### config.mk
export PLATFORM = sky130hd
export DESIGN_NAME = mem_access_unit
export DESIGN_NICKNAME = d
export VERILOG_FILES = /design/src/rtl/mem_access_unit.sv
export SDC_FILE = /design/constraint.sdc
export NUM_CORES = 1
export LEC_CHECK = 0
export ABC_AREA = 1
export ABC_CLOCK_PERIOD_IN_PS = 1900
export CAP_MARGIN = 5
export CORE_MARGIN = 3
export CORE_UTILIZATION = 43
export DETAILED_ROUTE_END_ITERATION = 16
export PLACE_DENSITY = 0.81
export SYNTH_ARGS = -nofsm -noshare
export SYNTH_HDL_FRONTEND = slang
export SYNTH_SLANG_ARGS = --single-unit
### constraint.sdc
create_clock -name clk -period 1.9 [get_ports clk]
set_input_delay 0.57 -clock clk [delete_from_list [all_inputs] [get_ports clk]]
set_output_delay 0.57 -clock clk [all_outputs]
set_load 0.05 [all_outputs]
### src/rtl/mem_access_unit.sv
`default_nettype none
// ============================================================================
// mem_access_unit : MEM-stage load/store unit, single-outstanding req/ack port
// Optional feature macro: MAU_MISALIGN_CHECK_EN (misaligned-access trapping)
// Revision: 1.0
// ============================================================================
module mem_access_unit #(
  parameter int unsigned MAX_WAIT = 15
) (
  input  logic        clk,
  input  logic        rst,
  input  logic        mem_read_i,
  input  logic        mem_write_i,
  input  logic [2:0]  funct3_i,
  input  logic [31:0] alu_result_i,
  input  logic [31:0] store_data_i,
  output logic        dmem_req_o,
  output logic        dmem_we_o,
  output logic [31:0] dmem_addr_o,
  output logic [3:0]  dmem_be_o,
  output logic [31:0] dmem_wdata_o,
  input  logic        dmem_ack_i,
  input  logic [31:0] dmem_rdata_i,
  output logic [31:0] load_data_o,
  output logic        done_o,
  output logic        stall_o,
  output logic        misaligned_o,
  output logic        fault_o
);

  typedef enum logic [1:0] {
    IDLE = 2'd0,
    BUS  = 2'd1,
    DONE = 2'd2
  } state_t;

  localparam logic [7:0] C_LAST_WAIT = 8'(MAX_WAIT - 1);

  state_t      state_q, state_d;
  logic [7:0]  cnt_q, cnt_d;
  logic [1:0]  lo_q, lo_d;
  logic [2:0]  f3_q, f3_d;
  logic        we_q, we_d;

  logic        req_q, req_d;
  logic        dwe_q, dwe_d;
  logic [31:0] daddr_q, daddr_d;
  logic [3:0]  be_q, be_d;
  logic [31:0] wdata_q, wdata_d;
  logic [31:0] ld_q, ld_d;
  logic        done_q, done_d;
  logic        mis_q, mis_d;
  logic        flt_q, flt_d;

  logic        w_access;
  logic        w_in_byte;
  logic        w_in_half;
  logic        w_misalign;
  logic [3:0]  w_be;
  logic [31:0] w_wdata;
  logic [7:0]  w_ld_byte;
  logic [15:0] w_ld_half;
  logic [31:0] w_ld_ext;

  assign w_access  = mem_read_i | mem_write_i;
  // Codes other than B/H/BU/HU decode as a word access.
  assign w_in_byte = (funct3_i[1:0] == 2'b00);
  assign w_in_half = (funct3_i[1:0] == 2'b01);

`ifdef MAU_MISALIGN_CHECK_EN
  assign w_misalign = (w_in_half & alu_result_i[0]) |
                      (~w_in_byte & ~w_in_half & (alu_result_i[1:0] != 2'b00));
`else
  assign w_misalign = 1'b0;
`endif

  always_comb begin
    w_be    = 4'hF;
    w_wdata = 32'h0;
    if (mem_write_i) begin
      if (w_in_byte) begin
        w_be    = 4'b0001 << alu_result_i[1:0];
        w_wdata = {4{store_data_i[7:0]}};
      end else if (w_in_half) begin
        w_be    = alu_result_i[1] ? 4'b1100 : 4'b0011;
        w_wdata = {2{store_data_i[15:0]}};
      end else begin
        w_wdata = store_data_i;
      end
    end
  end

  // Lane selection uses the latched offset; halfwords only look at bit 1.
  always_comb begin
    case (lo_q)
      2'd0:    w_ld_byte = dmem_rdata_i[7:0];
      2'd1:    w_ld_byte = dmem_rdata_i[15:8];
      2'd2:    w_ld_byte = dmem_rdata_i[23:16];
      default: w_ld_byte = dmem_rdata_i[31:24];
    endcase
    w_ld_half = lo_q[1] ? dmem_rdata_i[31:16] : dmem_rdata_i[15:0];
    case (f3_q[1:0])
      2'b00:   w_ld_ext = {{24{~f3_q[2] & w_ld_byte[7]}}, w_ld_byte};
      2'b01:   w_ld_ext = {{16{~f3_q[2] & w_ld_half[15]}}, w_ld_half};
      default: w_ld_ext = dmem_rdata_i;
    endcase
  end

  always_comb begin
    state_d = state_q;
    cnt_d   = cnt_q;
    lo_d    = lo_q;
    f3_d    = f3_q;
    we_d    = we_q;
    req_d   = 1'b0;
    dwe_d   = 1'b0;
    daddr_d = 32'h0;
    be_d    = 4'h0;
    wdata_d = 32'h0;
    ld_d    = 32'h0;
    done_d  = 1'b0;
    mis_d   = 1'b0;
    flt_d   = 1'b0;
    case (state_q)
      IDLE: begin
        if (w_access) begin
          lo_d  = alu_result_i[1:0];
          f3_d  = funct3_i;
          we_d  = mem_write_i;
          cnt_d = 8'h0;
          if (w_misalign) begin
            state_d = DONE;
            done_d  = 1'b1;
            mis_d   = 1'b1;
          end else begin
            state_d = BUS;
            req_d   = 1'b1;
            dwe_d   = mem_write_i;
            daddr_d = {alu_result_i[31:2], 2'b00};
            be_d    = w_be;
            wdata_d = w_wdata;
          end
        end
      end
      BUS: begin
        // An ack on the final allowed cycle still wins over the timeout.
        if (dmem_ack_i) begin
          state_d = DONE;
          done_d  = 1'b1;
          ld_d    = we_q ? 32'h0 : w_ld_ext;
        end else if (cnt_q == C_LAST_WAIT) begin
          state_d = DONE;
          done_d  = 1'b1;
          flt_d   = 1'b1;
        end else begin
          cnt_d   = cnt_q + 8'd1;
          req_d   = 1'b1;
          dwe_d   = dwe_q;
          daddr_d = daddr_q;
          be_d    = be_q;
          wdata_d = wdata_q;
        end
      end
      DONE:    state_d = IDLE;
      default: state_d = IDLE;
    endcase
  end

  always_ff @(posedge clk) begin
    if (rst) begin
      state_q <= IDLE;
      cnt_q   <= 8'h0;
      lo_q    <= 2'b00;
      f3_q    <= 3'b000;
      we_q    <= 1'b0;
      req_q   <= 1'b0;
      dwe_q   <= 1'b0;
      daddr_q <= 32'h0;
      be_q    <= 4'h0;
      wdata_q <= 32'h0;
      ld_q    <= 32'h0;
      done_q  <= 1'b0;
      mis_q   <= 1'b0;
      flt_q   <= 1'b0;
    end else begin
      state_q <= state_d;
      cnt_q   <= cnt_d;
      lo_q    <= lo_d;
      f3_q    <= f3_d;
      we_q    <= we_d;
      req_q   <= req_d;
      dwe_q   <= dwe_d;
      daddr_q <= daddr_d;
      be_q    <= be_d;
      wdata_q <= wdata_d;
      ld_q    <= ld_d;
      done_q  <= done_d;
      mis_q   <= mis_d;
      flt_q   <= flt_d;
    end
  end

  assign stall_o      = ((state_q == IDLE) & w_access) | (state_q == BUS);
  assign dmem_req_o   = req_q;
  assign dmem_we_o    = dwe_q;
  assign dmem_addr_o  = daddr_q;
  assign dmem_be_o    = be_q;
  assign dmem_wdata_o = wdata_q;
  assign load_data_o  = ld_q;
  assign done_o       = done_q;
  assign misaligned_o = mis_q;
  assign fault_o      = flt_q;

endmodule
`default_nettype wire

Word level (Yosys, flattened, before mapping) --
Cells that the tools add are included.
Operators by class: shift-type cells 1, muxes and demuxes 38, multipliers 0, eq/ne operators 10, magnitude comparators 0, add/sub/neg operators 1, reductions and logical operators 11, divide/modulo/power cells 0, bitwise gates (word level) 8
Operator list (count):
- $mux 32 | 7
- $pmux 32 s2 | 3
- $mux 4 | 7
- $mux 8 | 3
- $pmux 8 s3 | 1
- $mux 16 | 1
- $pmux 8 s2 | 1
- $add 8x1->8 const B | 1
- $eq 2x1->1 const B | 4
- $eq 8x4->1 const B | 1
- $logic_not 2->1 | 4
- $mux 1 | 8
- $pmux 4 s2 | 1
- $mux 2 | 3
- $ne 2x2->1 const B | 3
- $pmux 1 s2 | 2
- $pmux 2 s2 | 1
- $reduce_and 2->1 | 2
- $reduce_and 4->1 | 1
- $reduce_or 4->1 | 1
- $shl 1x2->4 const A | 1
- $and 1x1->1 | 3
- $ne 3x3->1 const B | 1
- $not 1->1 | 3
- 5 further kinds | 6
Storage, ports and cells: bits in writable memories 0, bits in latches 0, logic and storage cells 82, memories 0, register bits 120, input port bits 104, bits in read-only memories 0

Depth between registers and ports, before layout --
Gate-level depths: netlist of run 1.
depth after elaboration 6, gate-level depth with buffers 11, mapped depth without buffers 9

Least setup slack after synthesis of run 1 --
Ideal clock, no wire load.
path type input to output, from in mem_write_i, to out stall_o, stages on the path 5, buffers on the path 1, data arrival time 1.228 ns, slack 0.102 ns, required time 1.330 ns, cell sequence inv_1 nand2_1 nand2_1 buf_2 nand2_1
Between the ends: cells in the longest elaborated chain, start to end 3
RTL lines:
- start, declared | line 13 | input logic mem_write_i,
- $or 1x1->1 | line 65 | assign w_access = mem_read_i | mem_write_i;
- $and 1x1->1 | line 203 | assign stall_o = ((state_q == IDLE) & w_access) | (state_q == BUS);
- $or 1x1->1 | line 203
- end, declared | line 26 | output logic stall_o,
Every way passes these cells.

Final worst setup path of run 1 --
Same ends and word-level chain as after synthesis.

==> results of run 1 <==
[cell usage after synthesis]
| cell | number |
|---|---|
| nand2_1 | 247 |
| dfxtp_1 | 118 |
| a21oi_1 | 102 |
| nor2_1 | 38 |
| inv_1 | 34 |
| o21ai_0 | 25 |
| nand3_1 | 18 |
| buf_2 | 16 |
| clkbuf_1 | 16 |
| o211ai_1 | 11 |
| mux2_2 | 8 |
| or2_2 | 7 |
| buf_6 | 5 |
| nand2_2 | 5 |
| a21boi_0 | 4 |
| a22oi_1 | 3 |
| buf_4 | 3 |
| inv_2 | 3 |
| nand4_1 | 3 |
| a21oi_2 | 2 |
| ha_1 | 2 |
| nor2_2 | 2 |
| nor3_1 | 2 |
| o21a_1 | 2 |
| a31oi_1 | 1 |
| conb_1 | 1 |
| nor3_2 | 1 |
| o21ai_1 | 1 |
| o21ai_2 | 1 |
| o21bai_1 | 1 |
| xor2_1 | 1 |
[metal layers]
| metal | wire length [um] | part of all wire, % |
|---|---|---|
| met5 | 0 | 0 |
| met4 | 332 | 2.1 |
| met3 | 1600 | 10 |
| met2 | 7670 | 48 |
| met1 | 6250 | 39 |
[cell type report]
cell class              instances  area share (%)
flip-flops and latches        118            31.1
multi-input cells             490            29.7
inverters                      37            1.83
repair buffers                232            27.4
well taps                     140            2.31
clock buffers                  19            5.96
clock inverters                13            1.73
[registers in the layout, indices dropped and copies added (netlist names), 2 cells and up]
name          cells
load_data_o      32
dmem_wdata_o     32
cnt_q             8
dmem_be_o         4
f3_q              3
state_q           2
dmem_addr_o      30
lo_q              2
[logic make-up after synthesis]
kind of cell               after synthesis
AOI/OAI and AO/OA                      153
DFF                                    118
adders and majority gates                2
buffers and inverters                   77
muxes                                    8
and+or+nand+nor                        323
xor gates and xnor gates                 1
other                                    1
[worst reg2reg max path: cells and delay by family, from the launching register on]
kind	cells	cell delay (ns)
AO/OA/AOI/OAI	1	0.16
flip-flops	1	0.37
AND/OR/NAND/NOR	5	0.48
adder cells (fa/ha/maj)	1	0.20
buffers and inverters	3	0.42
[worst min path at each step]
stage | startpoint | endpoint | slack, ns | depth (start not counted)
floorplan | we_q$_SDFFE_PP0P_ | we_q$_SDFFE_PP0P_ | 0.45 | 2
global placement | dmem_addr_o[9]$_SDFFE_PP0P_ | dmem_addr_o[9]$_SDFFE_PP0P_ | 0.45 | 2
detailed placement | dmem_addr_o[17]$_SDFFE_PP0P_ | dmem_addr_o[17]$_SDFFE_PP0P_ | 0.45 | 2
CTS | dmem_addr_o[30]$_SDFFE_PP0P_ | dmem_addr_o[30]$_SDFFE_PP0P_ | 0.46 | 2
global route | dmem_addr_o[21]$_SDFFE_PP0P_ | dmem_addr_o[21]$_SDFFE_PP0P_ | 0.48 | 2
finish | dmem_addr_o[17]$_SDFFE_PP0P_ | dmem_addr_o[17]$_SDFFE_PP0P_ | 0.46 | 2
[power groups by stage]
| stage | Combinational [mW] | Clock [mW] | Sequential, mW |
|---|---|---|---|
| floorplan | 0.550 | 0 | 3.08 |
| global placement | 1.50 | 0 | 2.72 |
| detailed placement | 1.52 | 0 | 2.73 |
| CTS | 1.53 | 3.15 | 2.68 |
| global route | 1.64 | 3.27 | 2.69 |
| finish | 1.53 | 3.11 | 2.68 |
[stage by stage]
step           utilization (%)  instances  hold WS, ns  TNS, ns  instance area, um2
2_1_floorplan                -        685        0.452        0                4970
3_3_place_gp              63.3       1017        0.449    -2.57                7010
4_1_cts                   68.6       1049        0.464        0                7600
5_1_grt                   68.6       1049        0.479        0                7600
3_5_place_dp              63.3       1017        0.454    -6.54                7010
6_report                  68.6       1049        0.461        0                7600
==> results.json, run 1 <==
{
  "ctsResizeCount": 3,
  "worstPathMaxFanout": 2,
  "die_area_um2": 12900,
  "cp_cell_sequence": "dlygate4sd2_1 -> inv_1 -> nand2_1 -> nand2_1 -> nand2_2 -> buf_12",
  "synth_xor_area_share_pct": 0.176,
  "drt_first_pass_iters": 5,
  "preCtsSetupSlack_ns": -0.185,
  "irDropWorstVdd_mv": 0.576,
  "switching_share_pct": 29.3,
  "cts_buffer_depth": 2,
  "multi_input_area_um2": 2260,
  "outcome": "finished clean",
  "syn2layout_area_growth_pct": 53.0,
  "start_util_pct": 44.8,
  "drt-total-wl_mm": 15.9,
  "fin_crit_ns": 1.83,
  "reg2reg_slack_ns": 0.20,
  "drc": 0,
  "cp_num_buf_inv": 3,
  "final_common_cell": "nand2_1",
  "startpoint": "mem_write_i",
  "yosys.area_share.simple_pct": 25.9,
  "drv_slew": 0,
  "postSynthRegisterBits": 118,
  "crit_family": "buffers and inverters",
  "die_h_um": 113,
  "cts_tree": "yes",
  "cts_setup_buffers": 0,
  "r2r-end": "dmem_addr_o[20]$_SDFFE_PP0P_",
  "grt_use_met1_pct": 27.7,
  "diodes": 0,
  "cts_hold_buf": 0,
  "fin_crit_sh_pct": 96.3,
  "grt_pass1_vias": 5166,
  "io_pins": 210,
  "synthesis.area_um2": 4960,
  "max_freq_ghz": 0.547,
  "cts_max_level": 4,
  "reg2regPathDepth": 10,
  "synthAdderAreaFrac_pct": 0.504,
  "crit_top_cell": "nand2_1",
  "grt_util_all_layers_pct": 24.0,
  "slowest_stage": "dlygate4sd2_1",
  "wl_per_cell_um": 15.1,
  "via_count": 5358,
  "clk_latency_ns": 0.40,
  "fin_ws_ns": 0.0711,
  "critPathRequiredTime_ns": 1.33,
  "p_int_mw": 5.17,
  "antenna_found_initial": 0,
  "yosys_warnings": 0,
  "cp.arrival_ns": 1.26,
  "drt_iter0_drc": 325,
  "synth.distinct_cells": 31,
  "hp-class": "register to register",
  "path_depth": 6,
  "p_leak_nw": 3.29,
  "num_rows": 38,
  "pwr-share-seq_pct": 36.6,
  "die_x_um": 113,
  "nFillCells": 905,
  "dp_hpwl_mm": 11.7,
  "critPathKind": "primary input to output pin",
  "portBuffers": 206,
  "seq_area_frac_synth_pct": 47.6,
  "p_comb_share_pct": 20.9,
  "antenna_left": 0,
  "synth_top_area_cell": "dfxtp_1",
  "syn_inst": 683,
  "root_buffer": "clkbuf_16",
  "rsz0062_at_grt": "false",
  "layout-drive-gt1-share_pct": 21.2,
  "core-area_um2": 11100,
  "cap_viol_max_count": 0,
  "synth_compound_area_share_pct": 16.7,
  "grt_max_degree": 77,
  "crit_path_end": "stall_o",
  "tightest_slew_ns": 0.548,
  "fin_worst_skew_ns": 0.0106,
  "p_per_area_nw_per_um2": 963,
  "gp_congestion": 0.879,
  "final-seq-area_um2": 2360,
  "synthMuxAreaShare_pct": 1.81,
  "nets": 1002,
  "worstSetupEndpointType": "output pin",
  "clk_transition_reported_paths_ns": 0.05,
  "busiest_layer": "met2",
  "layout_common_cells": "nand2_1 (246), buf_4 (122), dfxtp_1 (118), a21oi_1 (102), clkdlybuf4s50_1 (100)",
  "startpoint_type": "primary input",
  "clkPwrFrac_pct": 42.4,
  "total_power_mw": 7.32,
  "synth_area_leaders": "dfxtp_1 (48%), nand2_1 (19%), a21oi_1 (10%)",
  "overflow": 0,
  "slowest_delay_ns": 0.25,
  "clkSinkCount": 118,
  "slew_headroom_pct": 63.4,
  "setup_viol": 0,
  "power.switching_mw": 2.14,
  "grt_use_met3_pct": 8.75,
  "viasPerCell": 5.11,
  "synth_top_family_by_area": "simple AND/OR/NAND/NOR gates",
  "r2r-start": "cnt_q[0]$_SDFFE_PP0P_",
  "numCtsBuffers": 17,
  "grt_pass1_wl_mm": 24.8,
  "finalHoldViolations": 0,
  "syn_avg_cell_area_um2": 7.27,
  "synth_top_area_share_pct": 47.6,
  "met2_usage_pct": 41.0
}
(Power assumes the default switching activity.)
==> run 2, diff against run 1 <==
--- a/config.mk
+++ b/config.mk
@@ -11,6 +11,7 @@
 export CORE_MARGIN = 3
 export CORE_UTILIZATION = 43
 export DETAILED_ROUTE_END_ITERATION = 16
+export MAX_ROUTING_LAYER = met4
 export PLACE_DENSITY = 0.81
 export SYNTH_ARGS = -nofsm -noshare
 export SYNTH_HDL_FRONTEND = slang
==> results.json, run 2 (synthesized netlist as in run 1, its figures left out) <==
{
  "outcome": "finished clean",
  "startpoint": "mem_write_i",
  "final_common_cell": "nand2_1",
  "clkSinkCount": 118,
  "worstSetupEndpointType": "output pin",
  "min_to": "dmem_addr_o[17]$_SDFFE_PP0P_",
  "overflow": 0,
  "grt_util_all_layers_pct": 24.7,
  "layout_common_cells": "nand2_1 (246), buf_4 (122), dfxtp_1 (118), a21oi_1 (102), clkdlybuf4s50_1 (100)",
  "cp.arrival_ns": 1.26,
  "worstHoldStart": "dmem_addr_o[17]$_SDFFE_PP0P_",
  "preCtsSetupSlack_ns": -0.185,
  "worstPathMaxFanout": 2,
  "clk_transition_reported_paths_ns": 0.05,
  "reg2reg_slack_ns": 0.21,
  "hp-class": "register to register",
  "gp_congestion": 0.894,
  "p_per_area_nw_per_um2": 963,
  "clk_latency_ns": 0.40,
  "diodes": 0,
  "rsz0062_at_grt": "false",
  "drv_slew": 0,
  "dp_cells": 1017,
  "viasPerCell": 5.10,
  "start_util_pct": 44.8,
  "drt_iter0_drc": 308,
  "pwr-share-seq_pct": 36.6,
  "fin_ws_ns": 0.0709,
  "critPathKind": "primary input to output pin",
  "grt_max_degree": 77,
  "die_area_um2": 12900,
  "critPathRequiredTime_ns": 1.33,
  "core-area_um2": 11100,
  "tightest_slew_ns": 0.557,
  "via_count": 5350,
  "syn2layout_area_growth_pct": 53.0,
  "fin_crit_ns": 1.83,
  "io_pins": 210,
  "cts_setup_buffers": 0,
  "power.switching_mw": 2.14,
  "num_rows": 38,
  "nFillCells": 905,
  "fin_crit_sh_pct": 96.3,
  "irDropWorstVdd_mv": 0.577,
  "grt_pass1_wl_mm": 24.8,
  "wl_per_cell_um": 15.1,
  "fin_setup_tns_ns": 0,
  "p_comb_share_pct": 20.9,
  "switching_share_pct": 29.3,
  "max_freq_ghz": 0.547,
  "cts_tree": "yes",
  "layout-drive-gt1-share_pct": 21.2,
  "drt-total-wl_mm": 15.8,
  "p_leak_nw": 3.29,
  "die_h_um": 113,
  "portBuffers": 206,
  "slew_headroom_pct": 62.7,
  "die_x_um": 113,
  "r2r-end": "dmem_addr_o[20]$_SDFFE_PP0P_",
  "drc": 0,
  "setup_viol": 0,
  "finalHoldViolations": 0,
  "fin_worst_skew_ns": 0.0107,
  "root_buffer": "clkbuf_16",
  "startpoint_type": "primary input",
  "holdPathStages": 2,
  "drt_first_pass_iters": 5,
  "stdcell_count": 1049,
  "cap_viol_max_count": 0,
  "r2r-start": "cnt_q[0]$_SDFFE_PP0P_",
  "cts_max_level": 4,
  "cts_buffer_depth": 2,
  "grt_pass1_vias": 5159,
  "antenna_found_initial": 0,
  "numCtsBuffers": 17,
  "clkPwrFrac_pct": 42.4,
  "reg2regPathDepth": 10,
  "p_int_mw": 5.17,
  "dp_hpwl_mm": 11.7,
  "nets": 1002,
  "antenna_left": 0
}
-- run 2: cell counts in the layout (fill, tap and decap cells not counted) --
Identical to the previous run, type by type.
-- run 2: worst max-delay path by stage --
stage,slack [ns],endpoint,cells past startpoint
global placement,-0.13,stall_o,6
detailed placement,-0.18,cnt_q[0]$_SDFFE_PP0P_,9
finish,0.07,stall_o,6
floorplan,0.10,stall_o,5
CTS,0.08,stall_o,6
global route,0.03,stall_o,6
-- run 2: repair_timing --
| action | CTS | global route |
|---|---|---|
| endpoints found under the setup margin | 1 | 0 |
| resized for setup | 3 | 0 |
| hold buffers | 0 | 0 |
| endpoints found under the hold margin | 0 | 0 |
-- run 2: layout make-up --
class	count	area, um2	area share [%]
clock inverter	13	131	1.73
inverter	37	139	1.83
tap	140	175	2.31
timing repair buffer	232	2080	27.4
clock buffer	19	453	5.96
sequential	118	2360	31.1
multi-input combinational	490	2260	29.7
-- run 2: metrics by stage --
| stage | utilization [%] | cell area [um2] | hold slack, ns | total power [mW] |
|---|---|---|---|---|
| global route | 68.6 | 7600 | 0.479 | 7.60 |
| CTS | 68.6 | 7600 | 0.464 | 7.36 |
| global placement | 63.3 | 7010 | 0.449 | 4.23 |
| finish | 68.6 | 7600 | 0.461 | 7.31 |
| detailed placement | 63.3 | 7010 | 0.454 | 4.25 |
| floorplan | - | 4970 | 0.452 | 3.63 |
-- run 2: power by group through the flow --
stage	Combinational, mW	Sequential (mW)	Clock [mW]
2_1_floorplan	0.550	3.08	0
3_3_place_gp	1.50	2.72	0
3_5_place_dp	1.52	2.73	0
4_1_cts	1.53	2.68	3.15
5_1_grt	1.64	2.69	3.27
6_report	1.53	2.68	3.10
-- run 2: critical path: stages --
cell and delay, ns:
dlygate4sd2_1 0.25, inv_1 0.07, nand2_1 0.05, nand2_1 0.09, nand2_2 0.07, buf_12 0.15
-- run 2: routing by layer --
metal	up-vias	wire length [um]	track usage, %
li1	2625	-	-
met1	2438	6310	28.4
met2	258	7690	41.0
met3	29	1500	7.80
met4	0	324	8.57
met5	-	0	-
==> run 3, diff against run 2 <==
--- a/config.mk
+++ b/config.mk
@@ -8,7 +8,7 @@
 export ABC_AREA = 1
 export ABC_CLOCK_PERIOD_IN_PS = 1900
 export CAP_MARGIN = 5
-export CORE_MARGIN = 3
+export CORE_MARGIN = 1.5
 export CORE_UTILIZATION = 43
 export DETAILED_ROUTE_END_ITERATION = 16
 export MAX_ROUTING_LAYER = met4
==> results.json, run 3 (synthesized netlist as in run 1, its figures left out) <==
{
  "cts_max_level": 4,
  "final-seq-area_um2": 2360,
  "drv_slew": 0,
  "clkSinkCount": 118,
  "p_int_mw": 5.05,
  "die_h_um": 110,
  "cts_buffer_depth": 2,
  "dpl_cell_area_um2": 7070,
  "p_per_area_nw_per_um2": 948,
  "drt_first_pass_iters": 5,
  "numCtsBuffers": 17,
  "drc": 0,
  "max_freq_ghz": 0.559,
  "crit_top_cell": "nand2_1",
  "grt_pass1_wl_mm": 25.1,
  "portBuffers": 206,
  "pwr-share-seq_pct": 36.9,
  "critPathRequiredTime_ns": 1.33,
  "power.switching_mw": 2.21,
  "finalHoldViolations": 0,
  "clk_transition_reported_paths_ns": 0.06,
  "cp.arrival_ns": 1.22,
  "critPathKind": "primary input to output pin",
  "worstSetupEndpointType": "output pin",
  "hold_ws_ns": 0.460,
  "irDropWorstVdd_mv": 0.554,
  "multi_input_area_um2": 2260,
  "holdPathStages": 2,
  "p_comb_share_pct": 21.3,
  "switching_share_pct": 30.4,
  "grt_util_all_layers_pct": 26.1,
  "worstPathMaxFanout": 2,
  "fin_crit_ns": 1.79,
  "grt_max_degree": 77,
  "p_leak_nw": 3.33,
  "setup_viol": 0,
  "layout-drive-gt1-share_pct": 21.8,
  "die_area_um2": 12200,
  "start_util_pct": 43.9,
  "drt_iter0_drc": 374,
  "wl_per_cell_um": 14.3,
  "nets": 1010,
  "io_pins": 210,
  "cp_cell_sequence": "dlygate4sd2_1 -> inv_1 -> nand2_1 -> nand2_1 -> nand2_2 -> buf_12",
  "clk_latency_ns": 0.40,
  "finalInstanceArea_um2": 7660,
  "antenna_left": 0,
  "overflow": 0,
  "antenna_found_initial": 1,
  "core-area_um2": 11300,
  "total_power_mw": 7.26,
  "clkPwrFrac_pct": 41.8,
  "die_x_um": 110,
  "dp_hpwl_mm": 11.0,
  "slowest_delay_ns": 0.24,
  "grt_pass1_vias": 5052,
  "fin_ws_ns": 0.112,
  "final_common_cell": "nand2_1",
  "cts_tree": "yes",
  "nFillCells": 969,
  "final_core_util_pct": 67.7,
  "drt-total-wl_mm": 15.1,
  "syn2layout_area_growth_pct": 54.3,
  "fin_worst_skew_ns": 0.0114,
  "num_rows": 39,
  "rsz0062_at_grt": "false",
  "viasPerCell": 4.99,
  "outcome": "finished clean",
  "preCtsSetupSlack_ns": -0.124,
  "via_count": 5290,
  "layout_common_cells": "nand2_1 (246), buf_4 (129), dfxtp_1 (118), a21oi_1 (102), clkdlybuf4s50_1 (100)",
  "gp_congestion": 0.889,
  "hp-class": "register to register",
  "slowest_stage": "dlygate4sd2_1",
  "cap_viol_max_count": 0,
  "root_buffer": "clkbuf_16",
  "startpoint_type": "primary input",
  "fin_crit_sh_pct": 94.1,
  "reg2regPathDepth": 10
}
run 3: per-layer routing:
layer	global-route usage, %	vias to the layer above	part of all wire [%]
li1	-	2644	-
met1	31.5	2394	42
met2	41.9	229	48
met3	7.57	23	8.1
met4	8.89	0	1.9
met5	-	-	0
run 3: worst paths after layout:
path                                from  slack [ns]                          end
min reg2reg  dmem_addr_o[2]$_SDFFE_PP0P_        0.46  dmem_addr_o[2]$_SDFFE_PP0P_
max                          mem_write_i        0.11                      stall_o
max reg2reg      state_q[1]$_SDFFE_PP0P_        0.22  dmem_addr_o[3]$_SDFFE_PP0P_
min          dmem_addr_o[2]$_SDFFE_PP0P_        0.46  dmem_addr_o[2]$_SDFFE_PP0P_
run 3: area by class of cell:
cell class / count / area share (%)
Inverter: 37 / 1.81
Tap cell: 143 / 2.34
Clock buffer: 19 / 5.78
Sequential cell: 118 / 30.8
Timing Repair Buffer: 240 / 28.1
Antenna cell: 1 / 0.0327
Multi-Input combinational cell: 490 / 29.5
Clock inverter: 13 / 1.62
run 3: repair_timing:
| action | CTS | global route |
|---|---|---|
| hold buffers | 0 | 0 |
| gates resized for setup | 3 | 0 |
| buffers inserted | 3 | 0 |
| endpoints found under the setup margin | 1 | 0 |
run 3: worst max-delay path, delay by kind of cell:
kind                   cells  cell delay, ns
buffers and inverters      3            0.46
AND/OR/NAND/NOR            3            0.20
run 3: metrics by stage:
step                std cells  TNS, ns
floorplan                 685        0
global placement         1025    -2.25
detailed placement       1025    -4.23
CTS                      1060        0
global route             1061        0
finish                   1061        0
run 3: power by group through the flow:
stage,registers (mW),clock network [mW],logic (mW)
2_1_floorplan,3.08,0,0.550
3_3_place_gp,2.72,0,1.52
3_5_place_dp,2.73,0,1.53
4_1_cts,2.68,3.08,1.54
5_1_grt,2.69,3.22,1.66
6_report,2.68,3.04,1.55
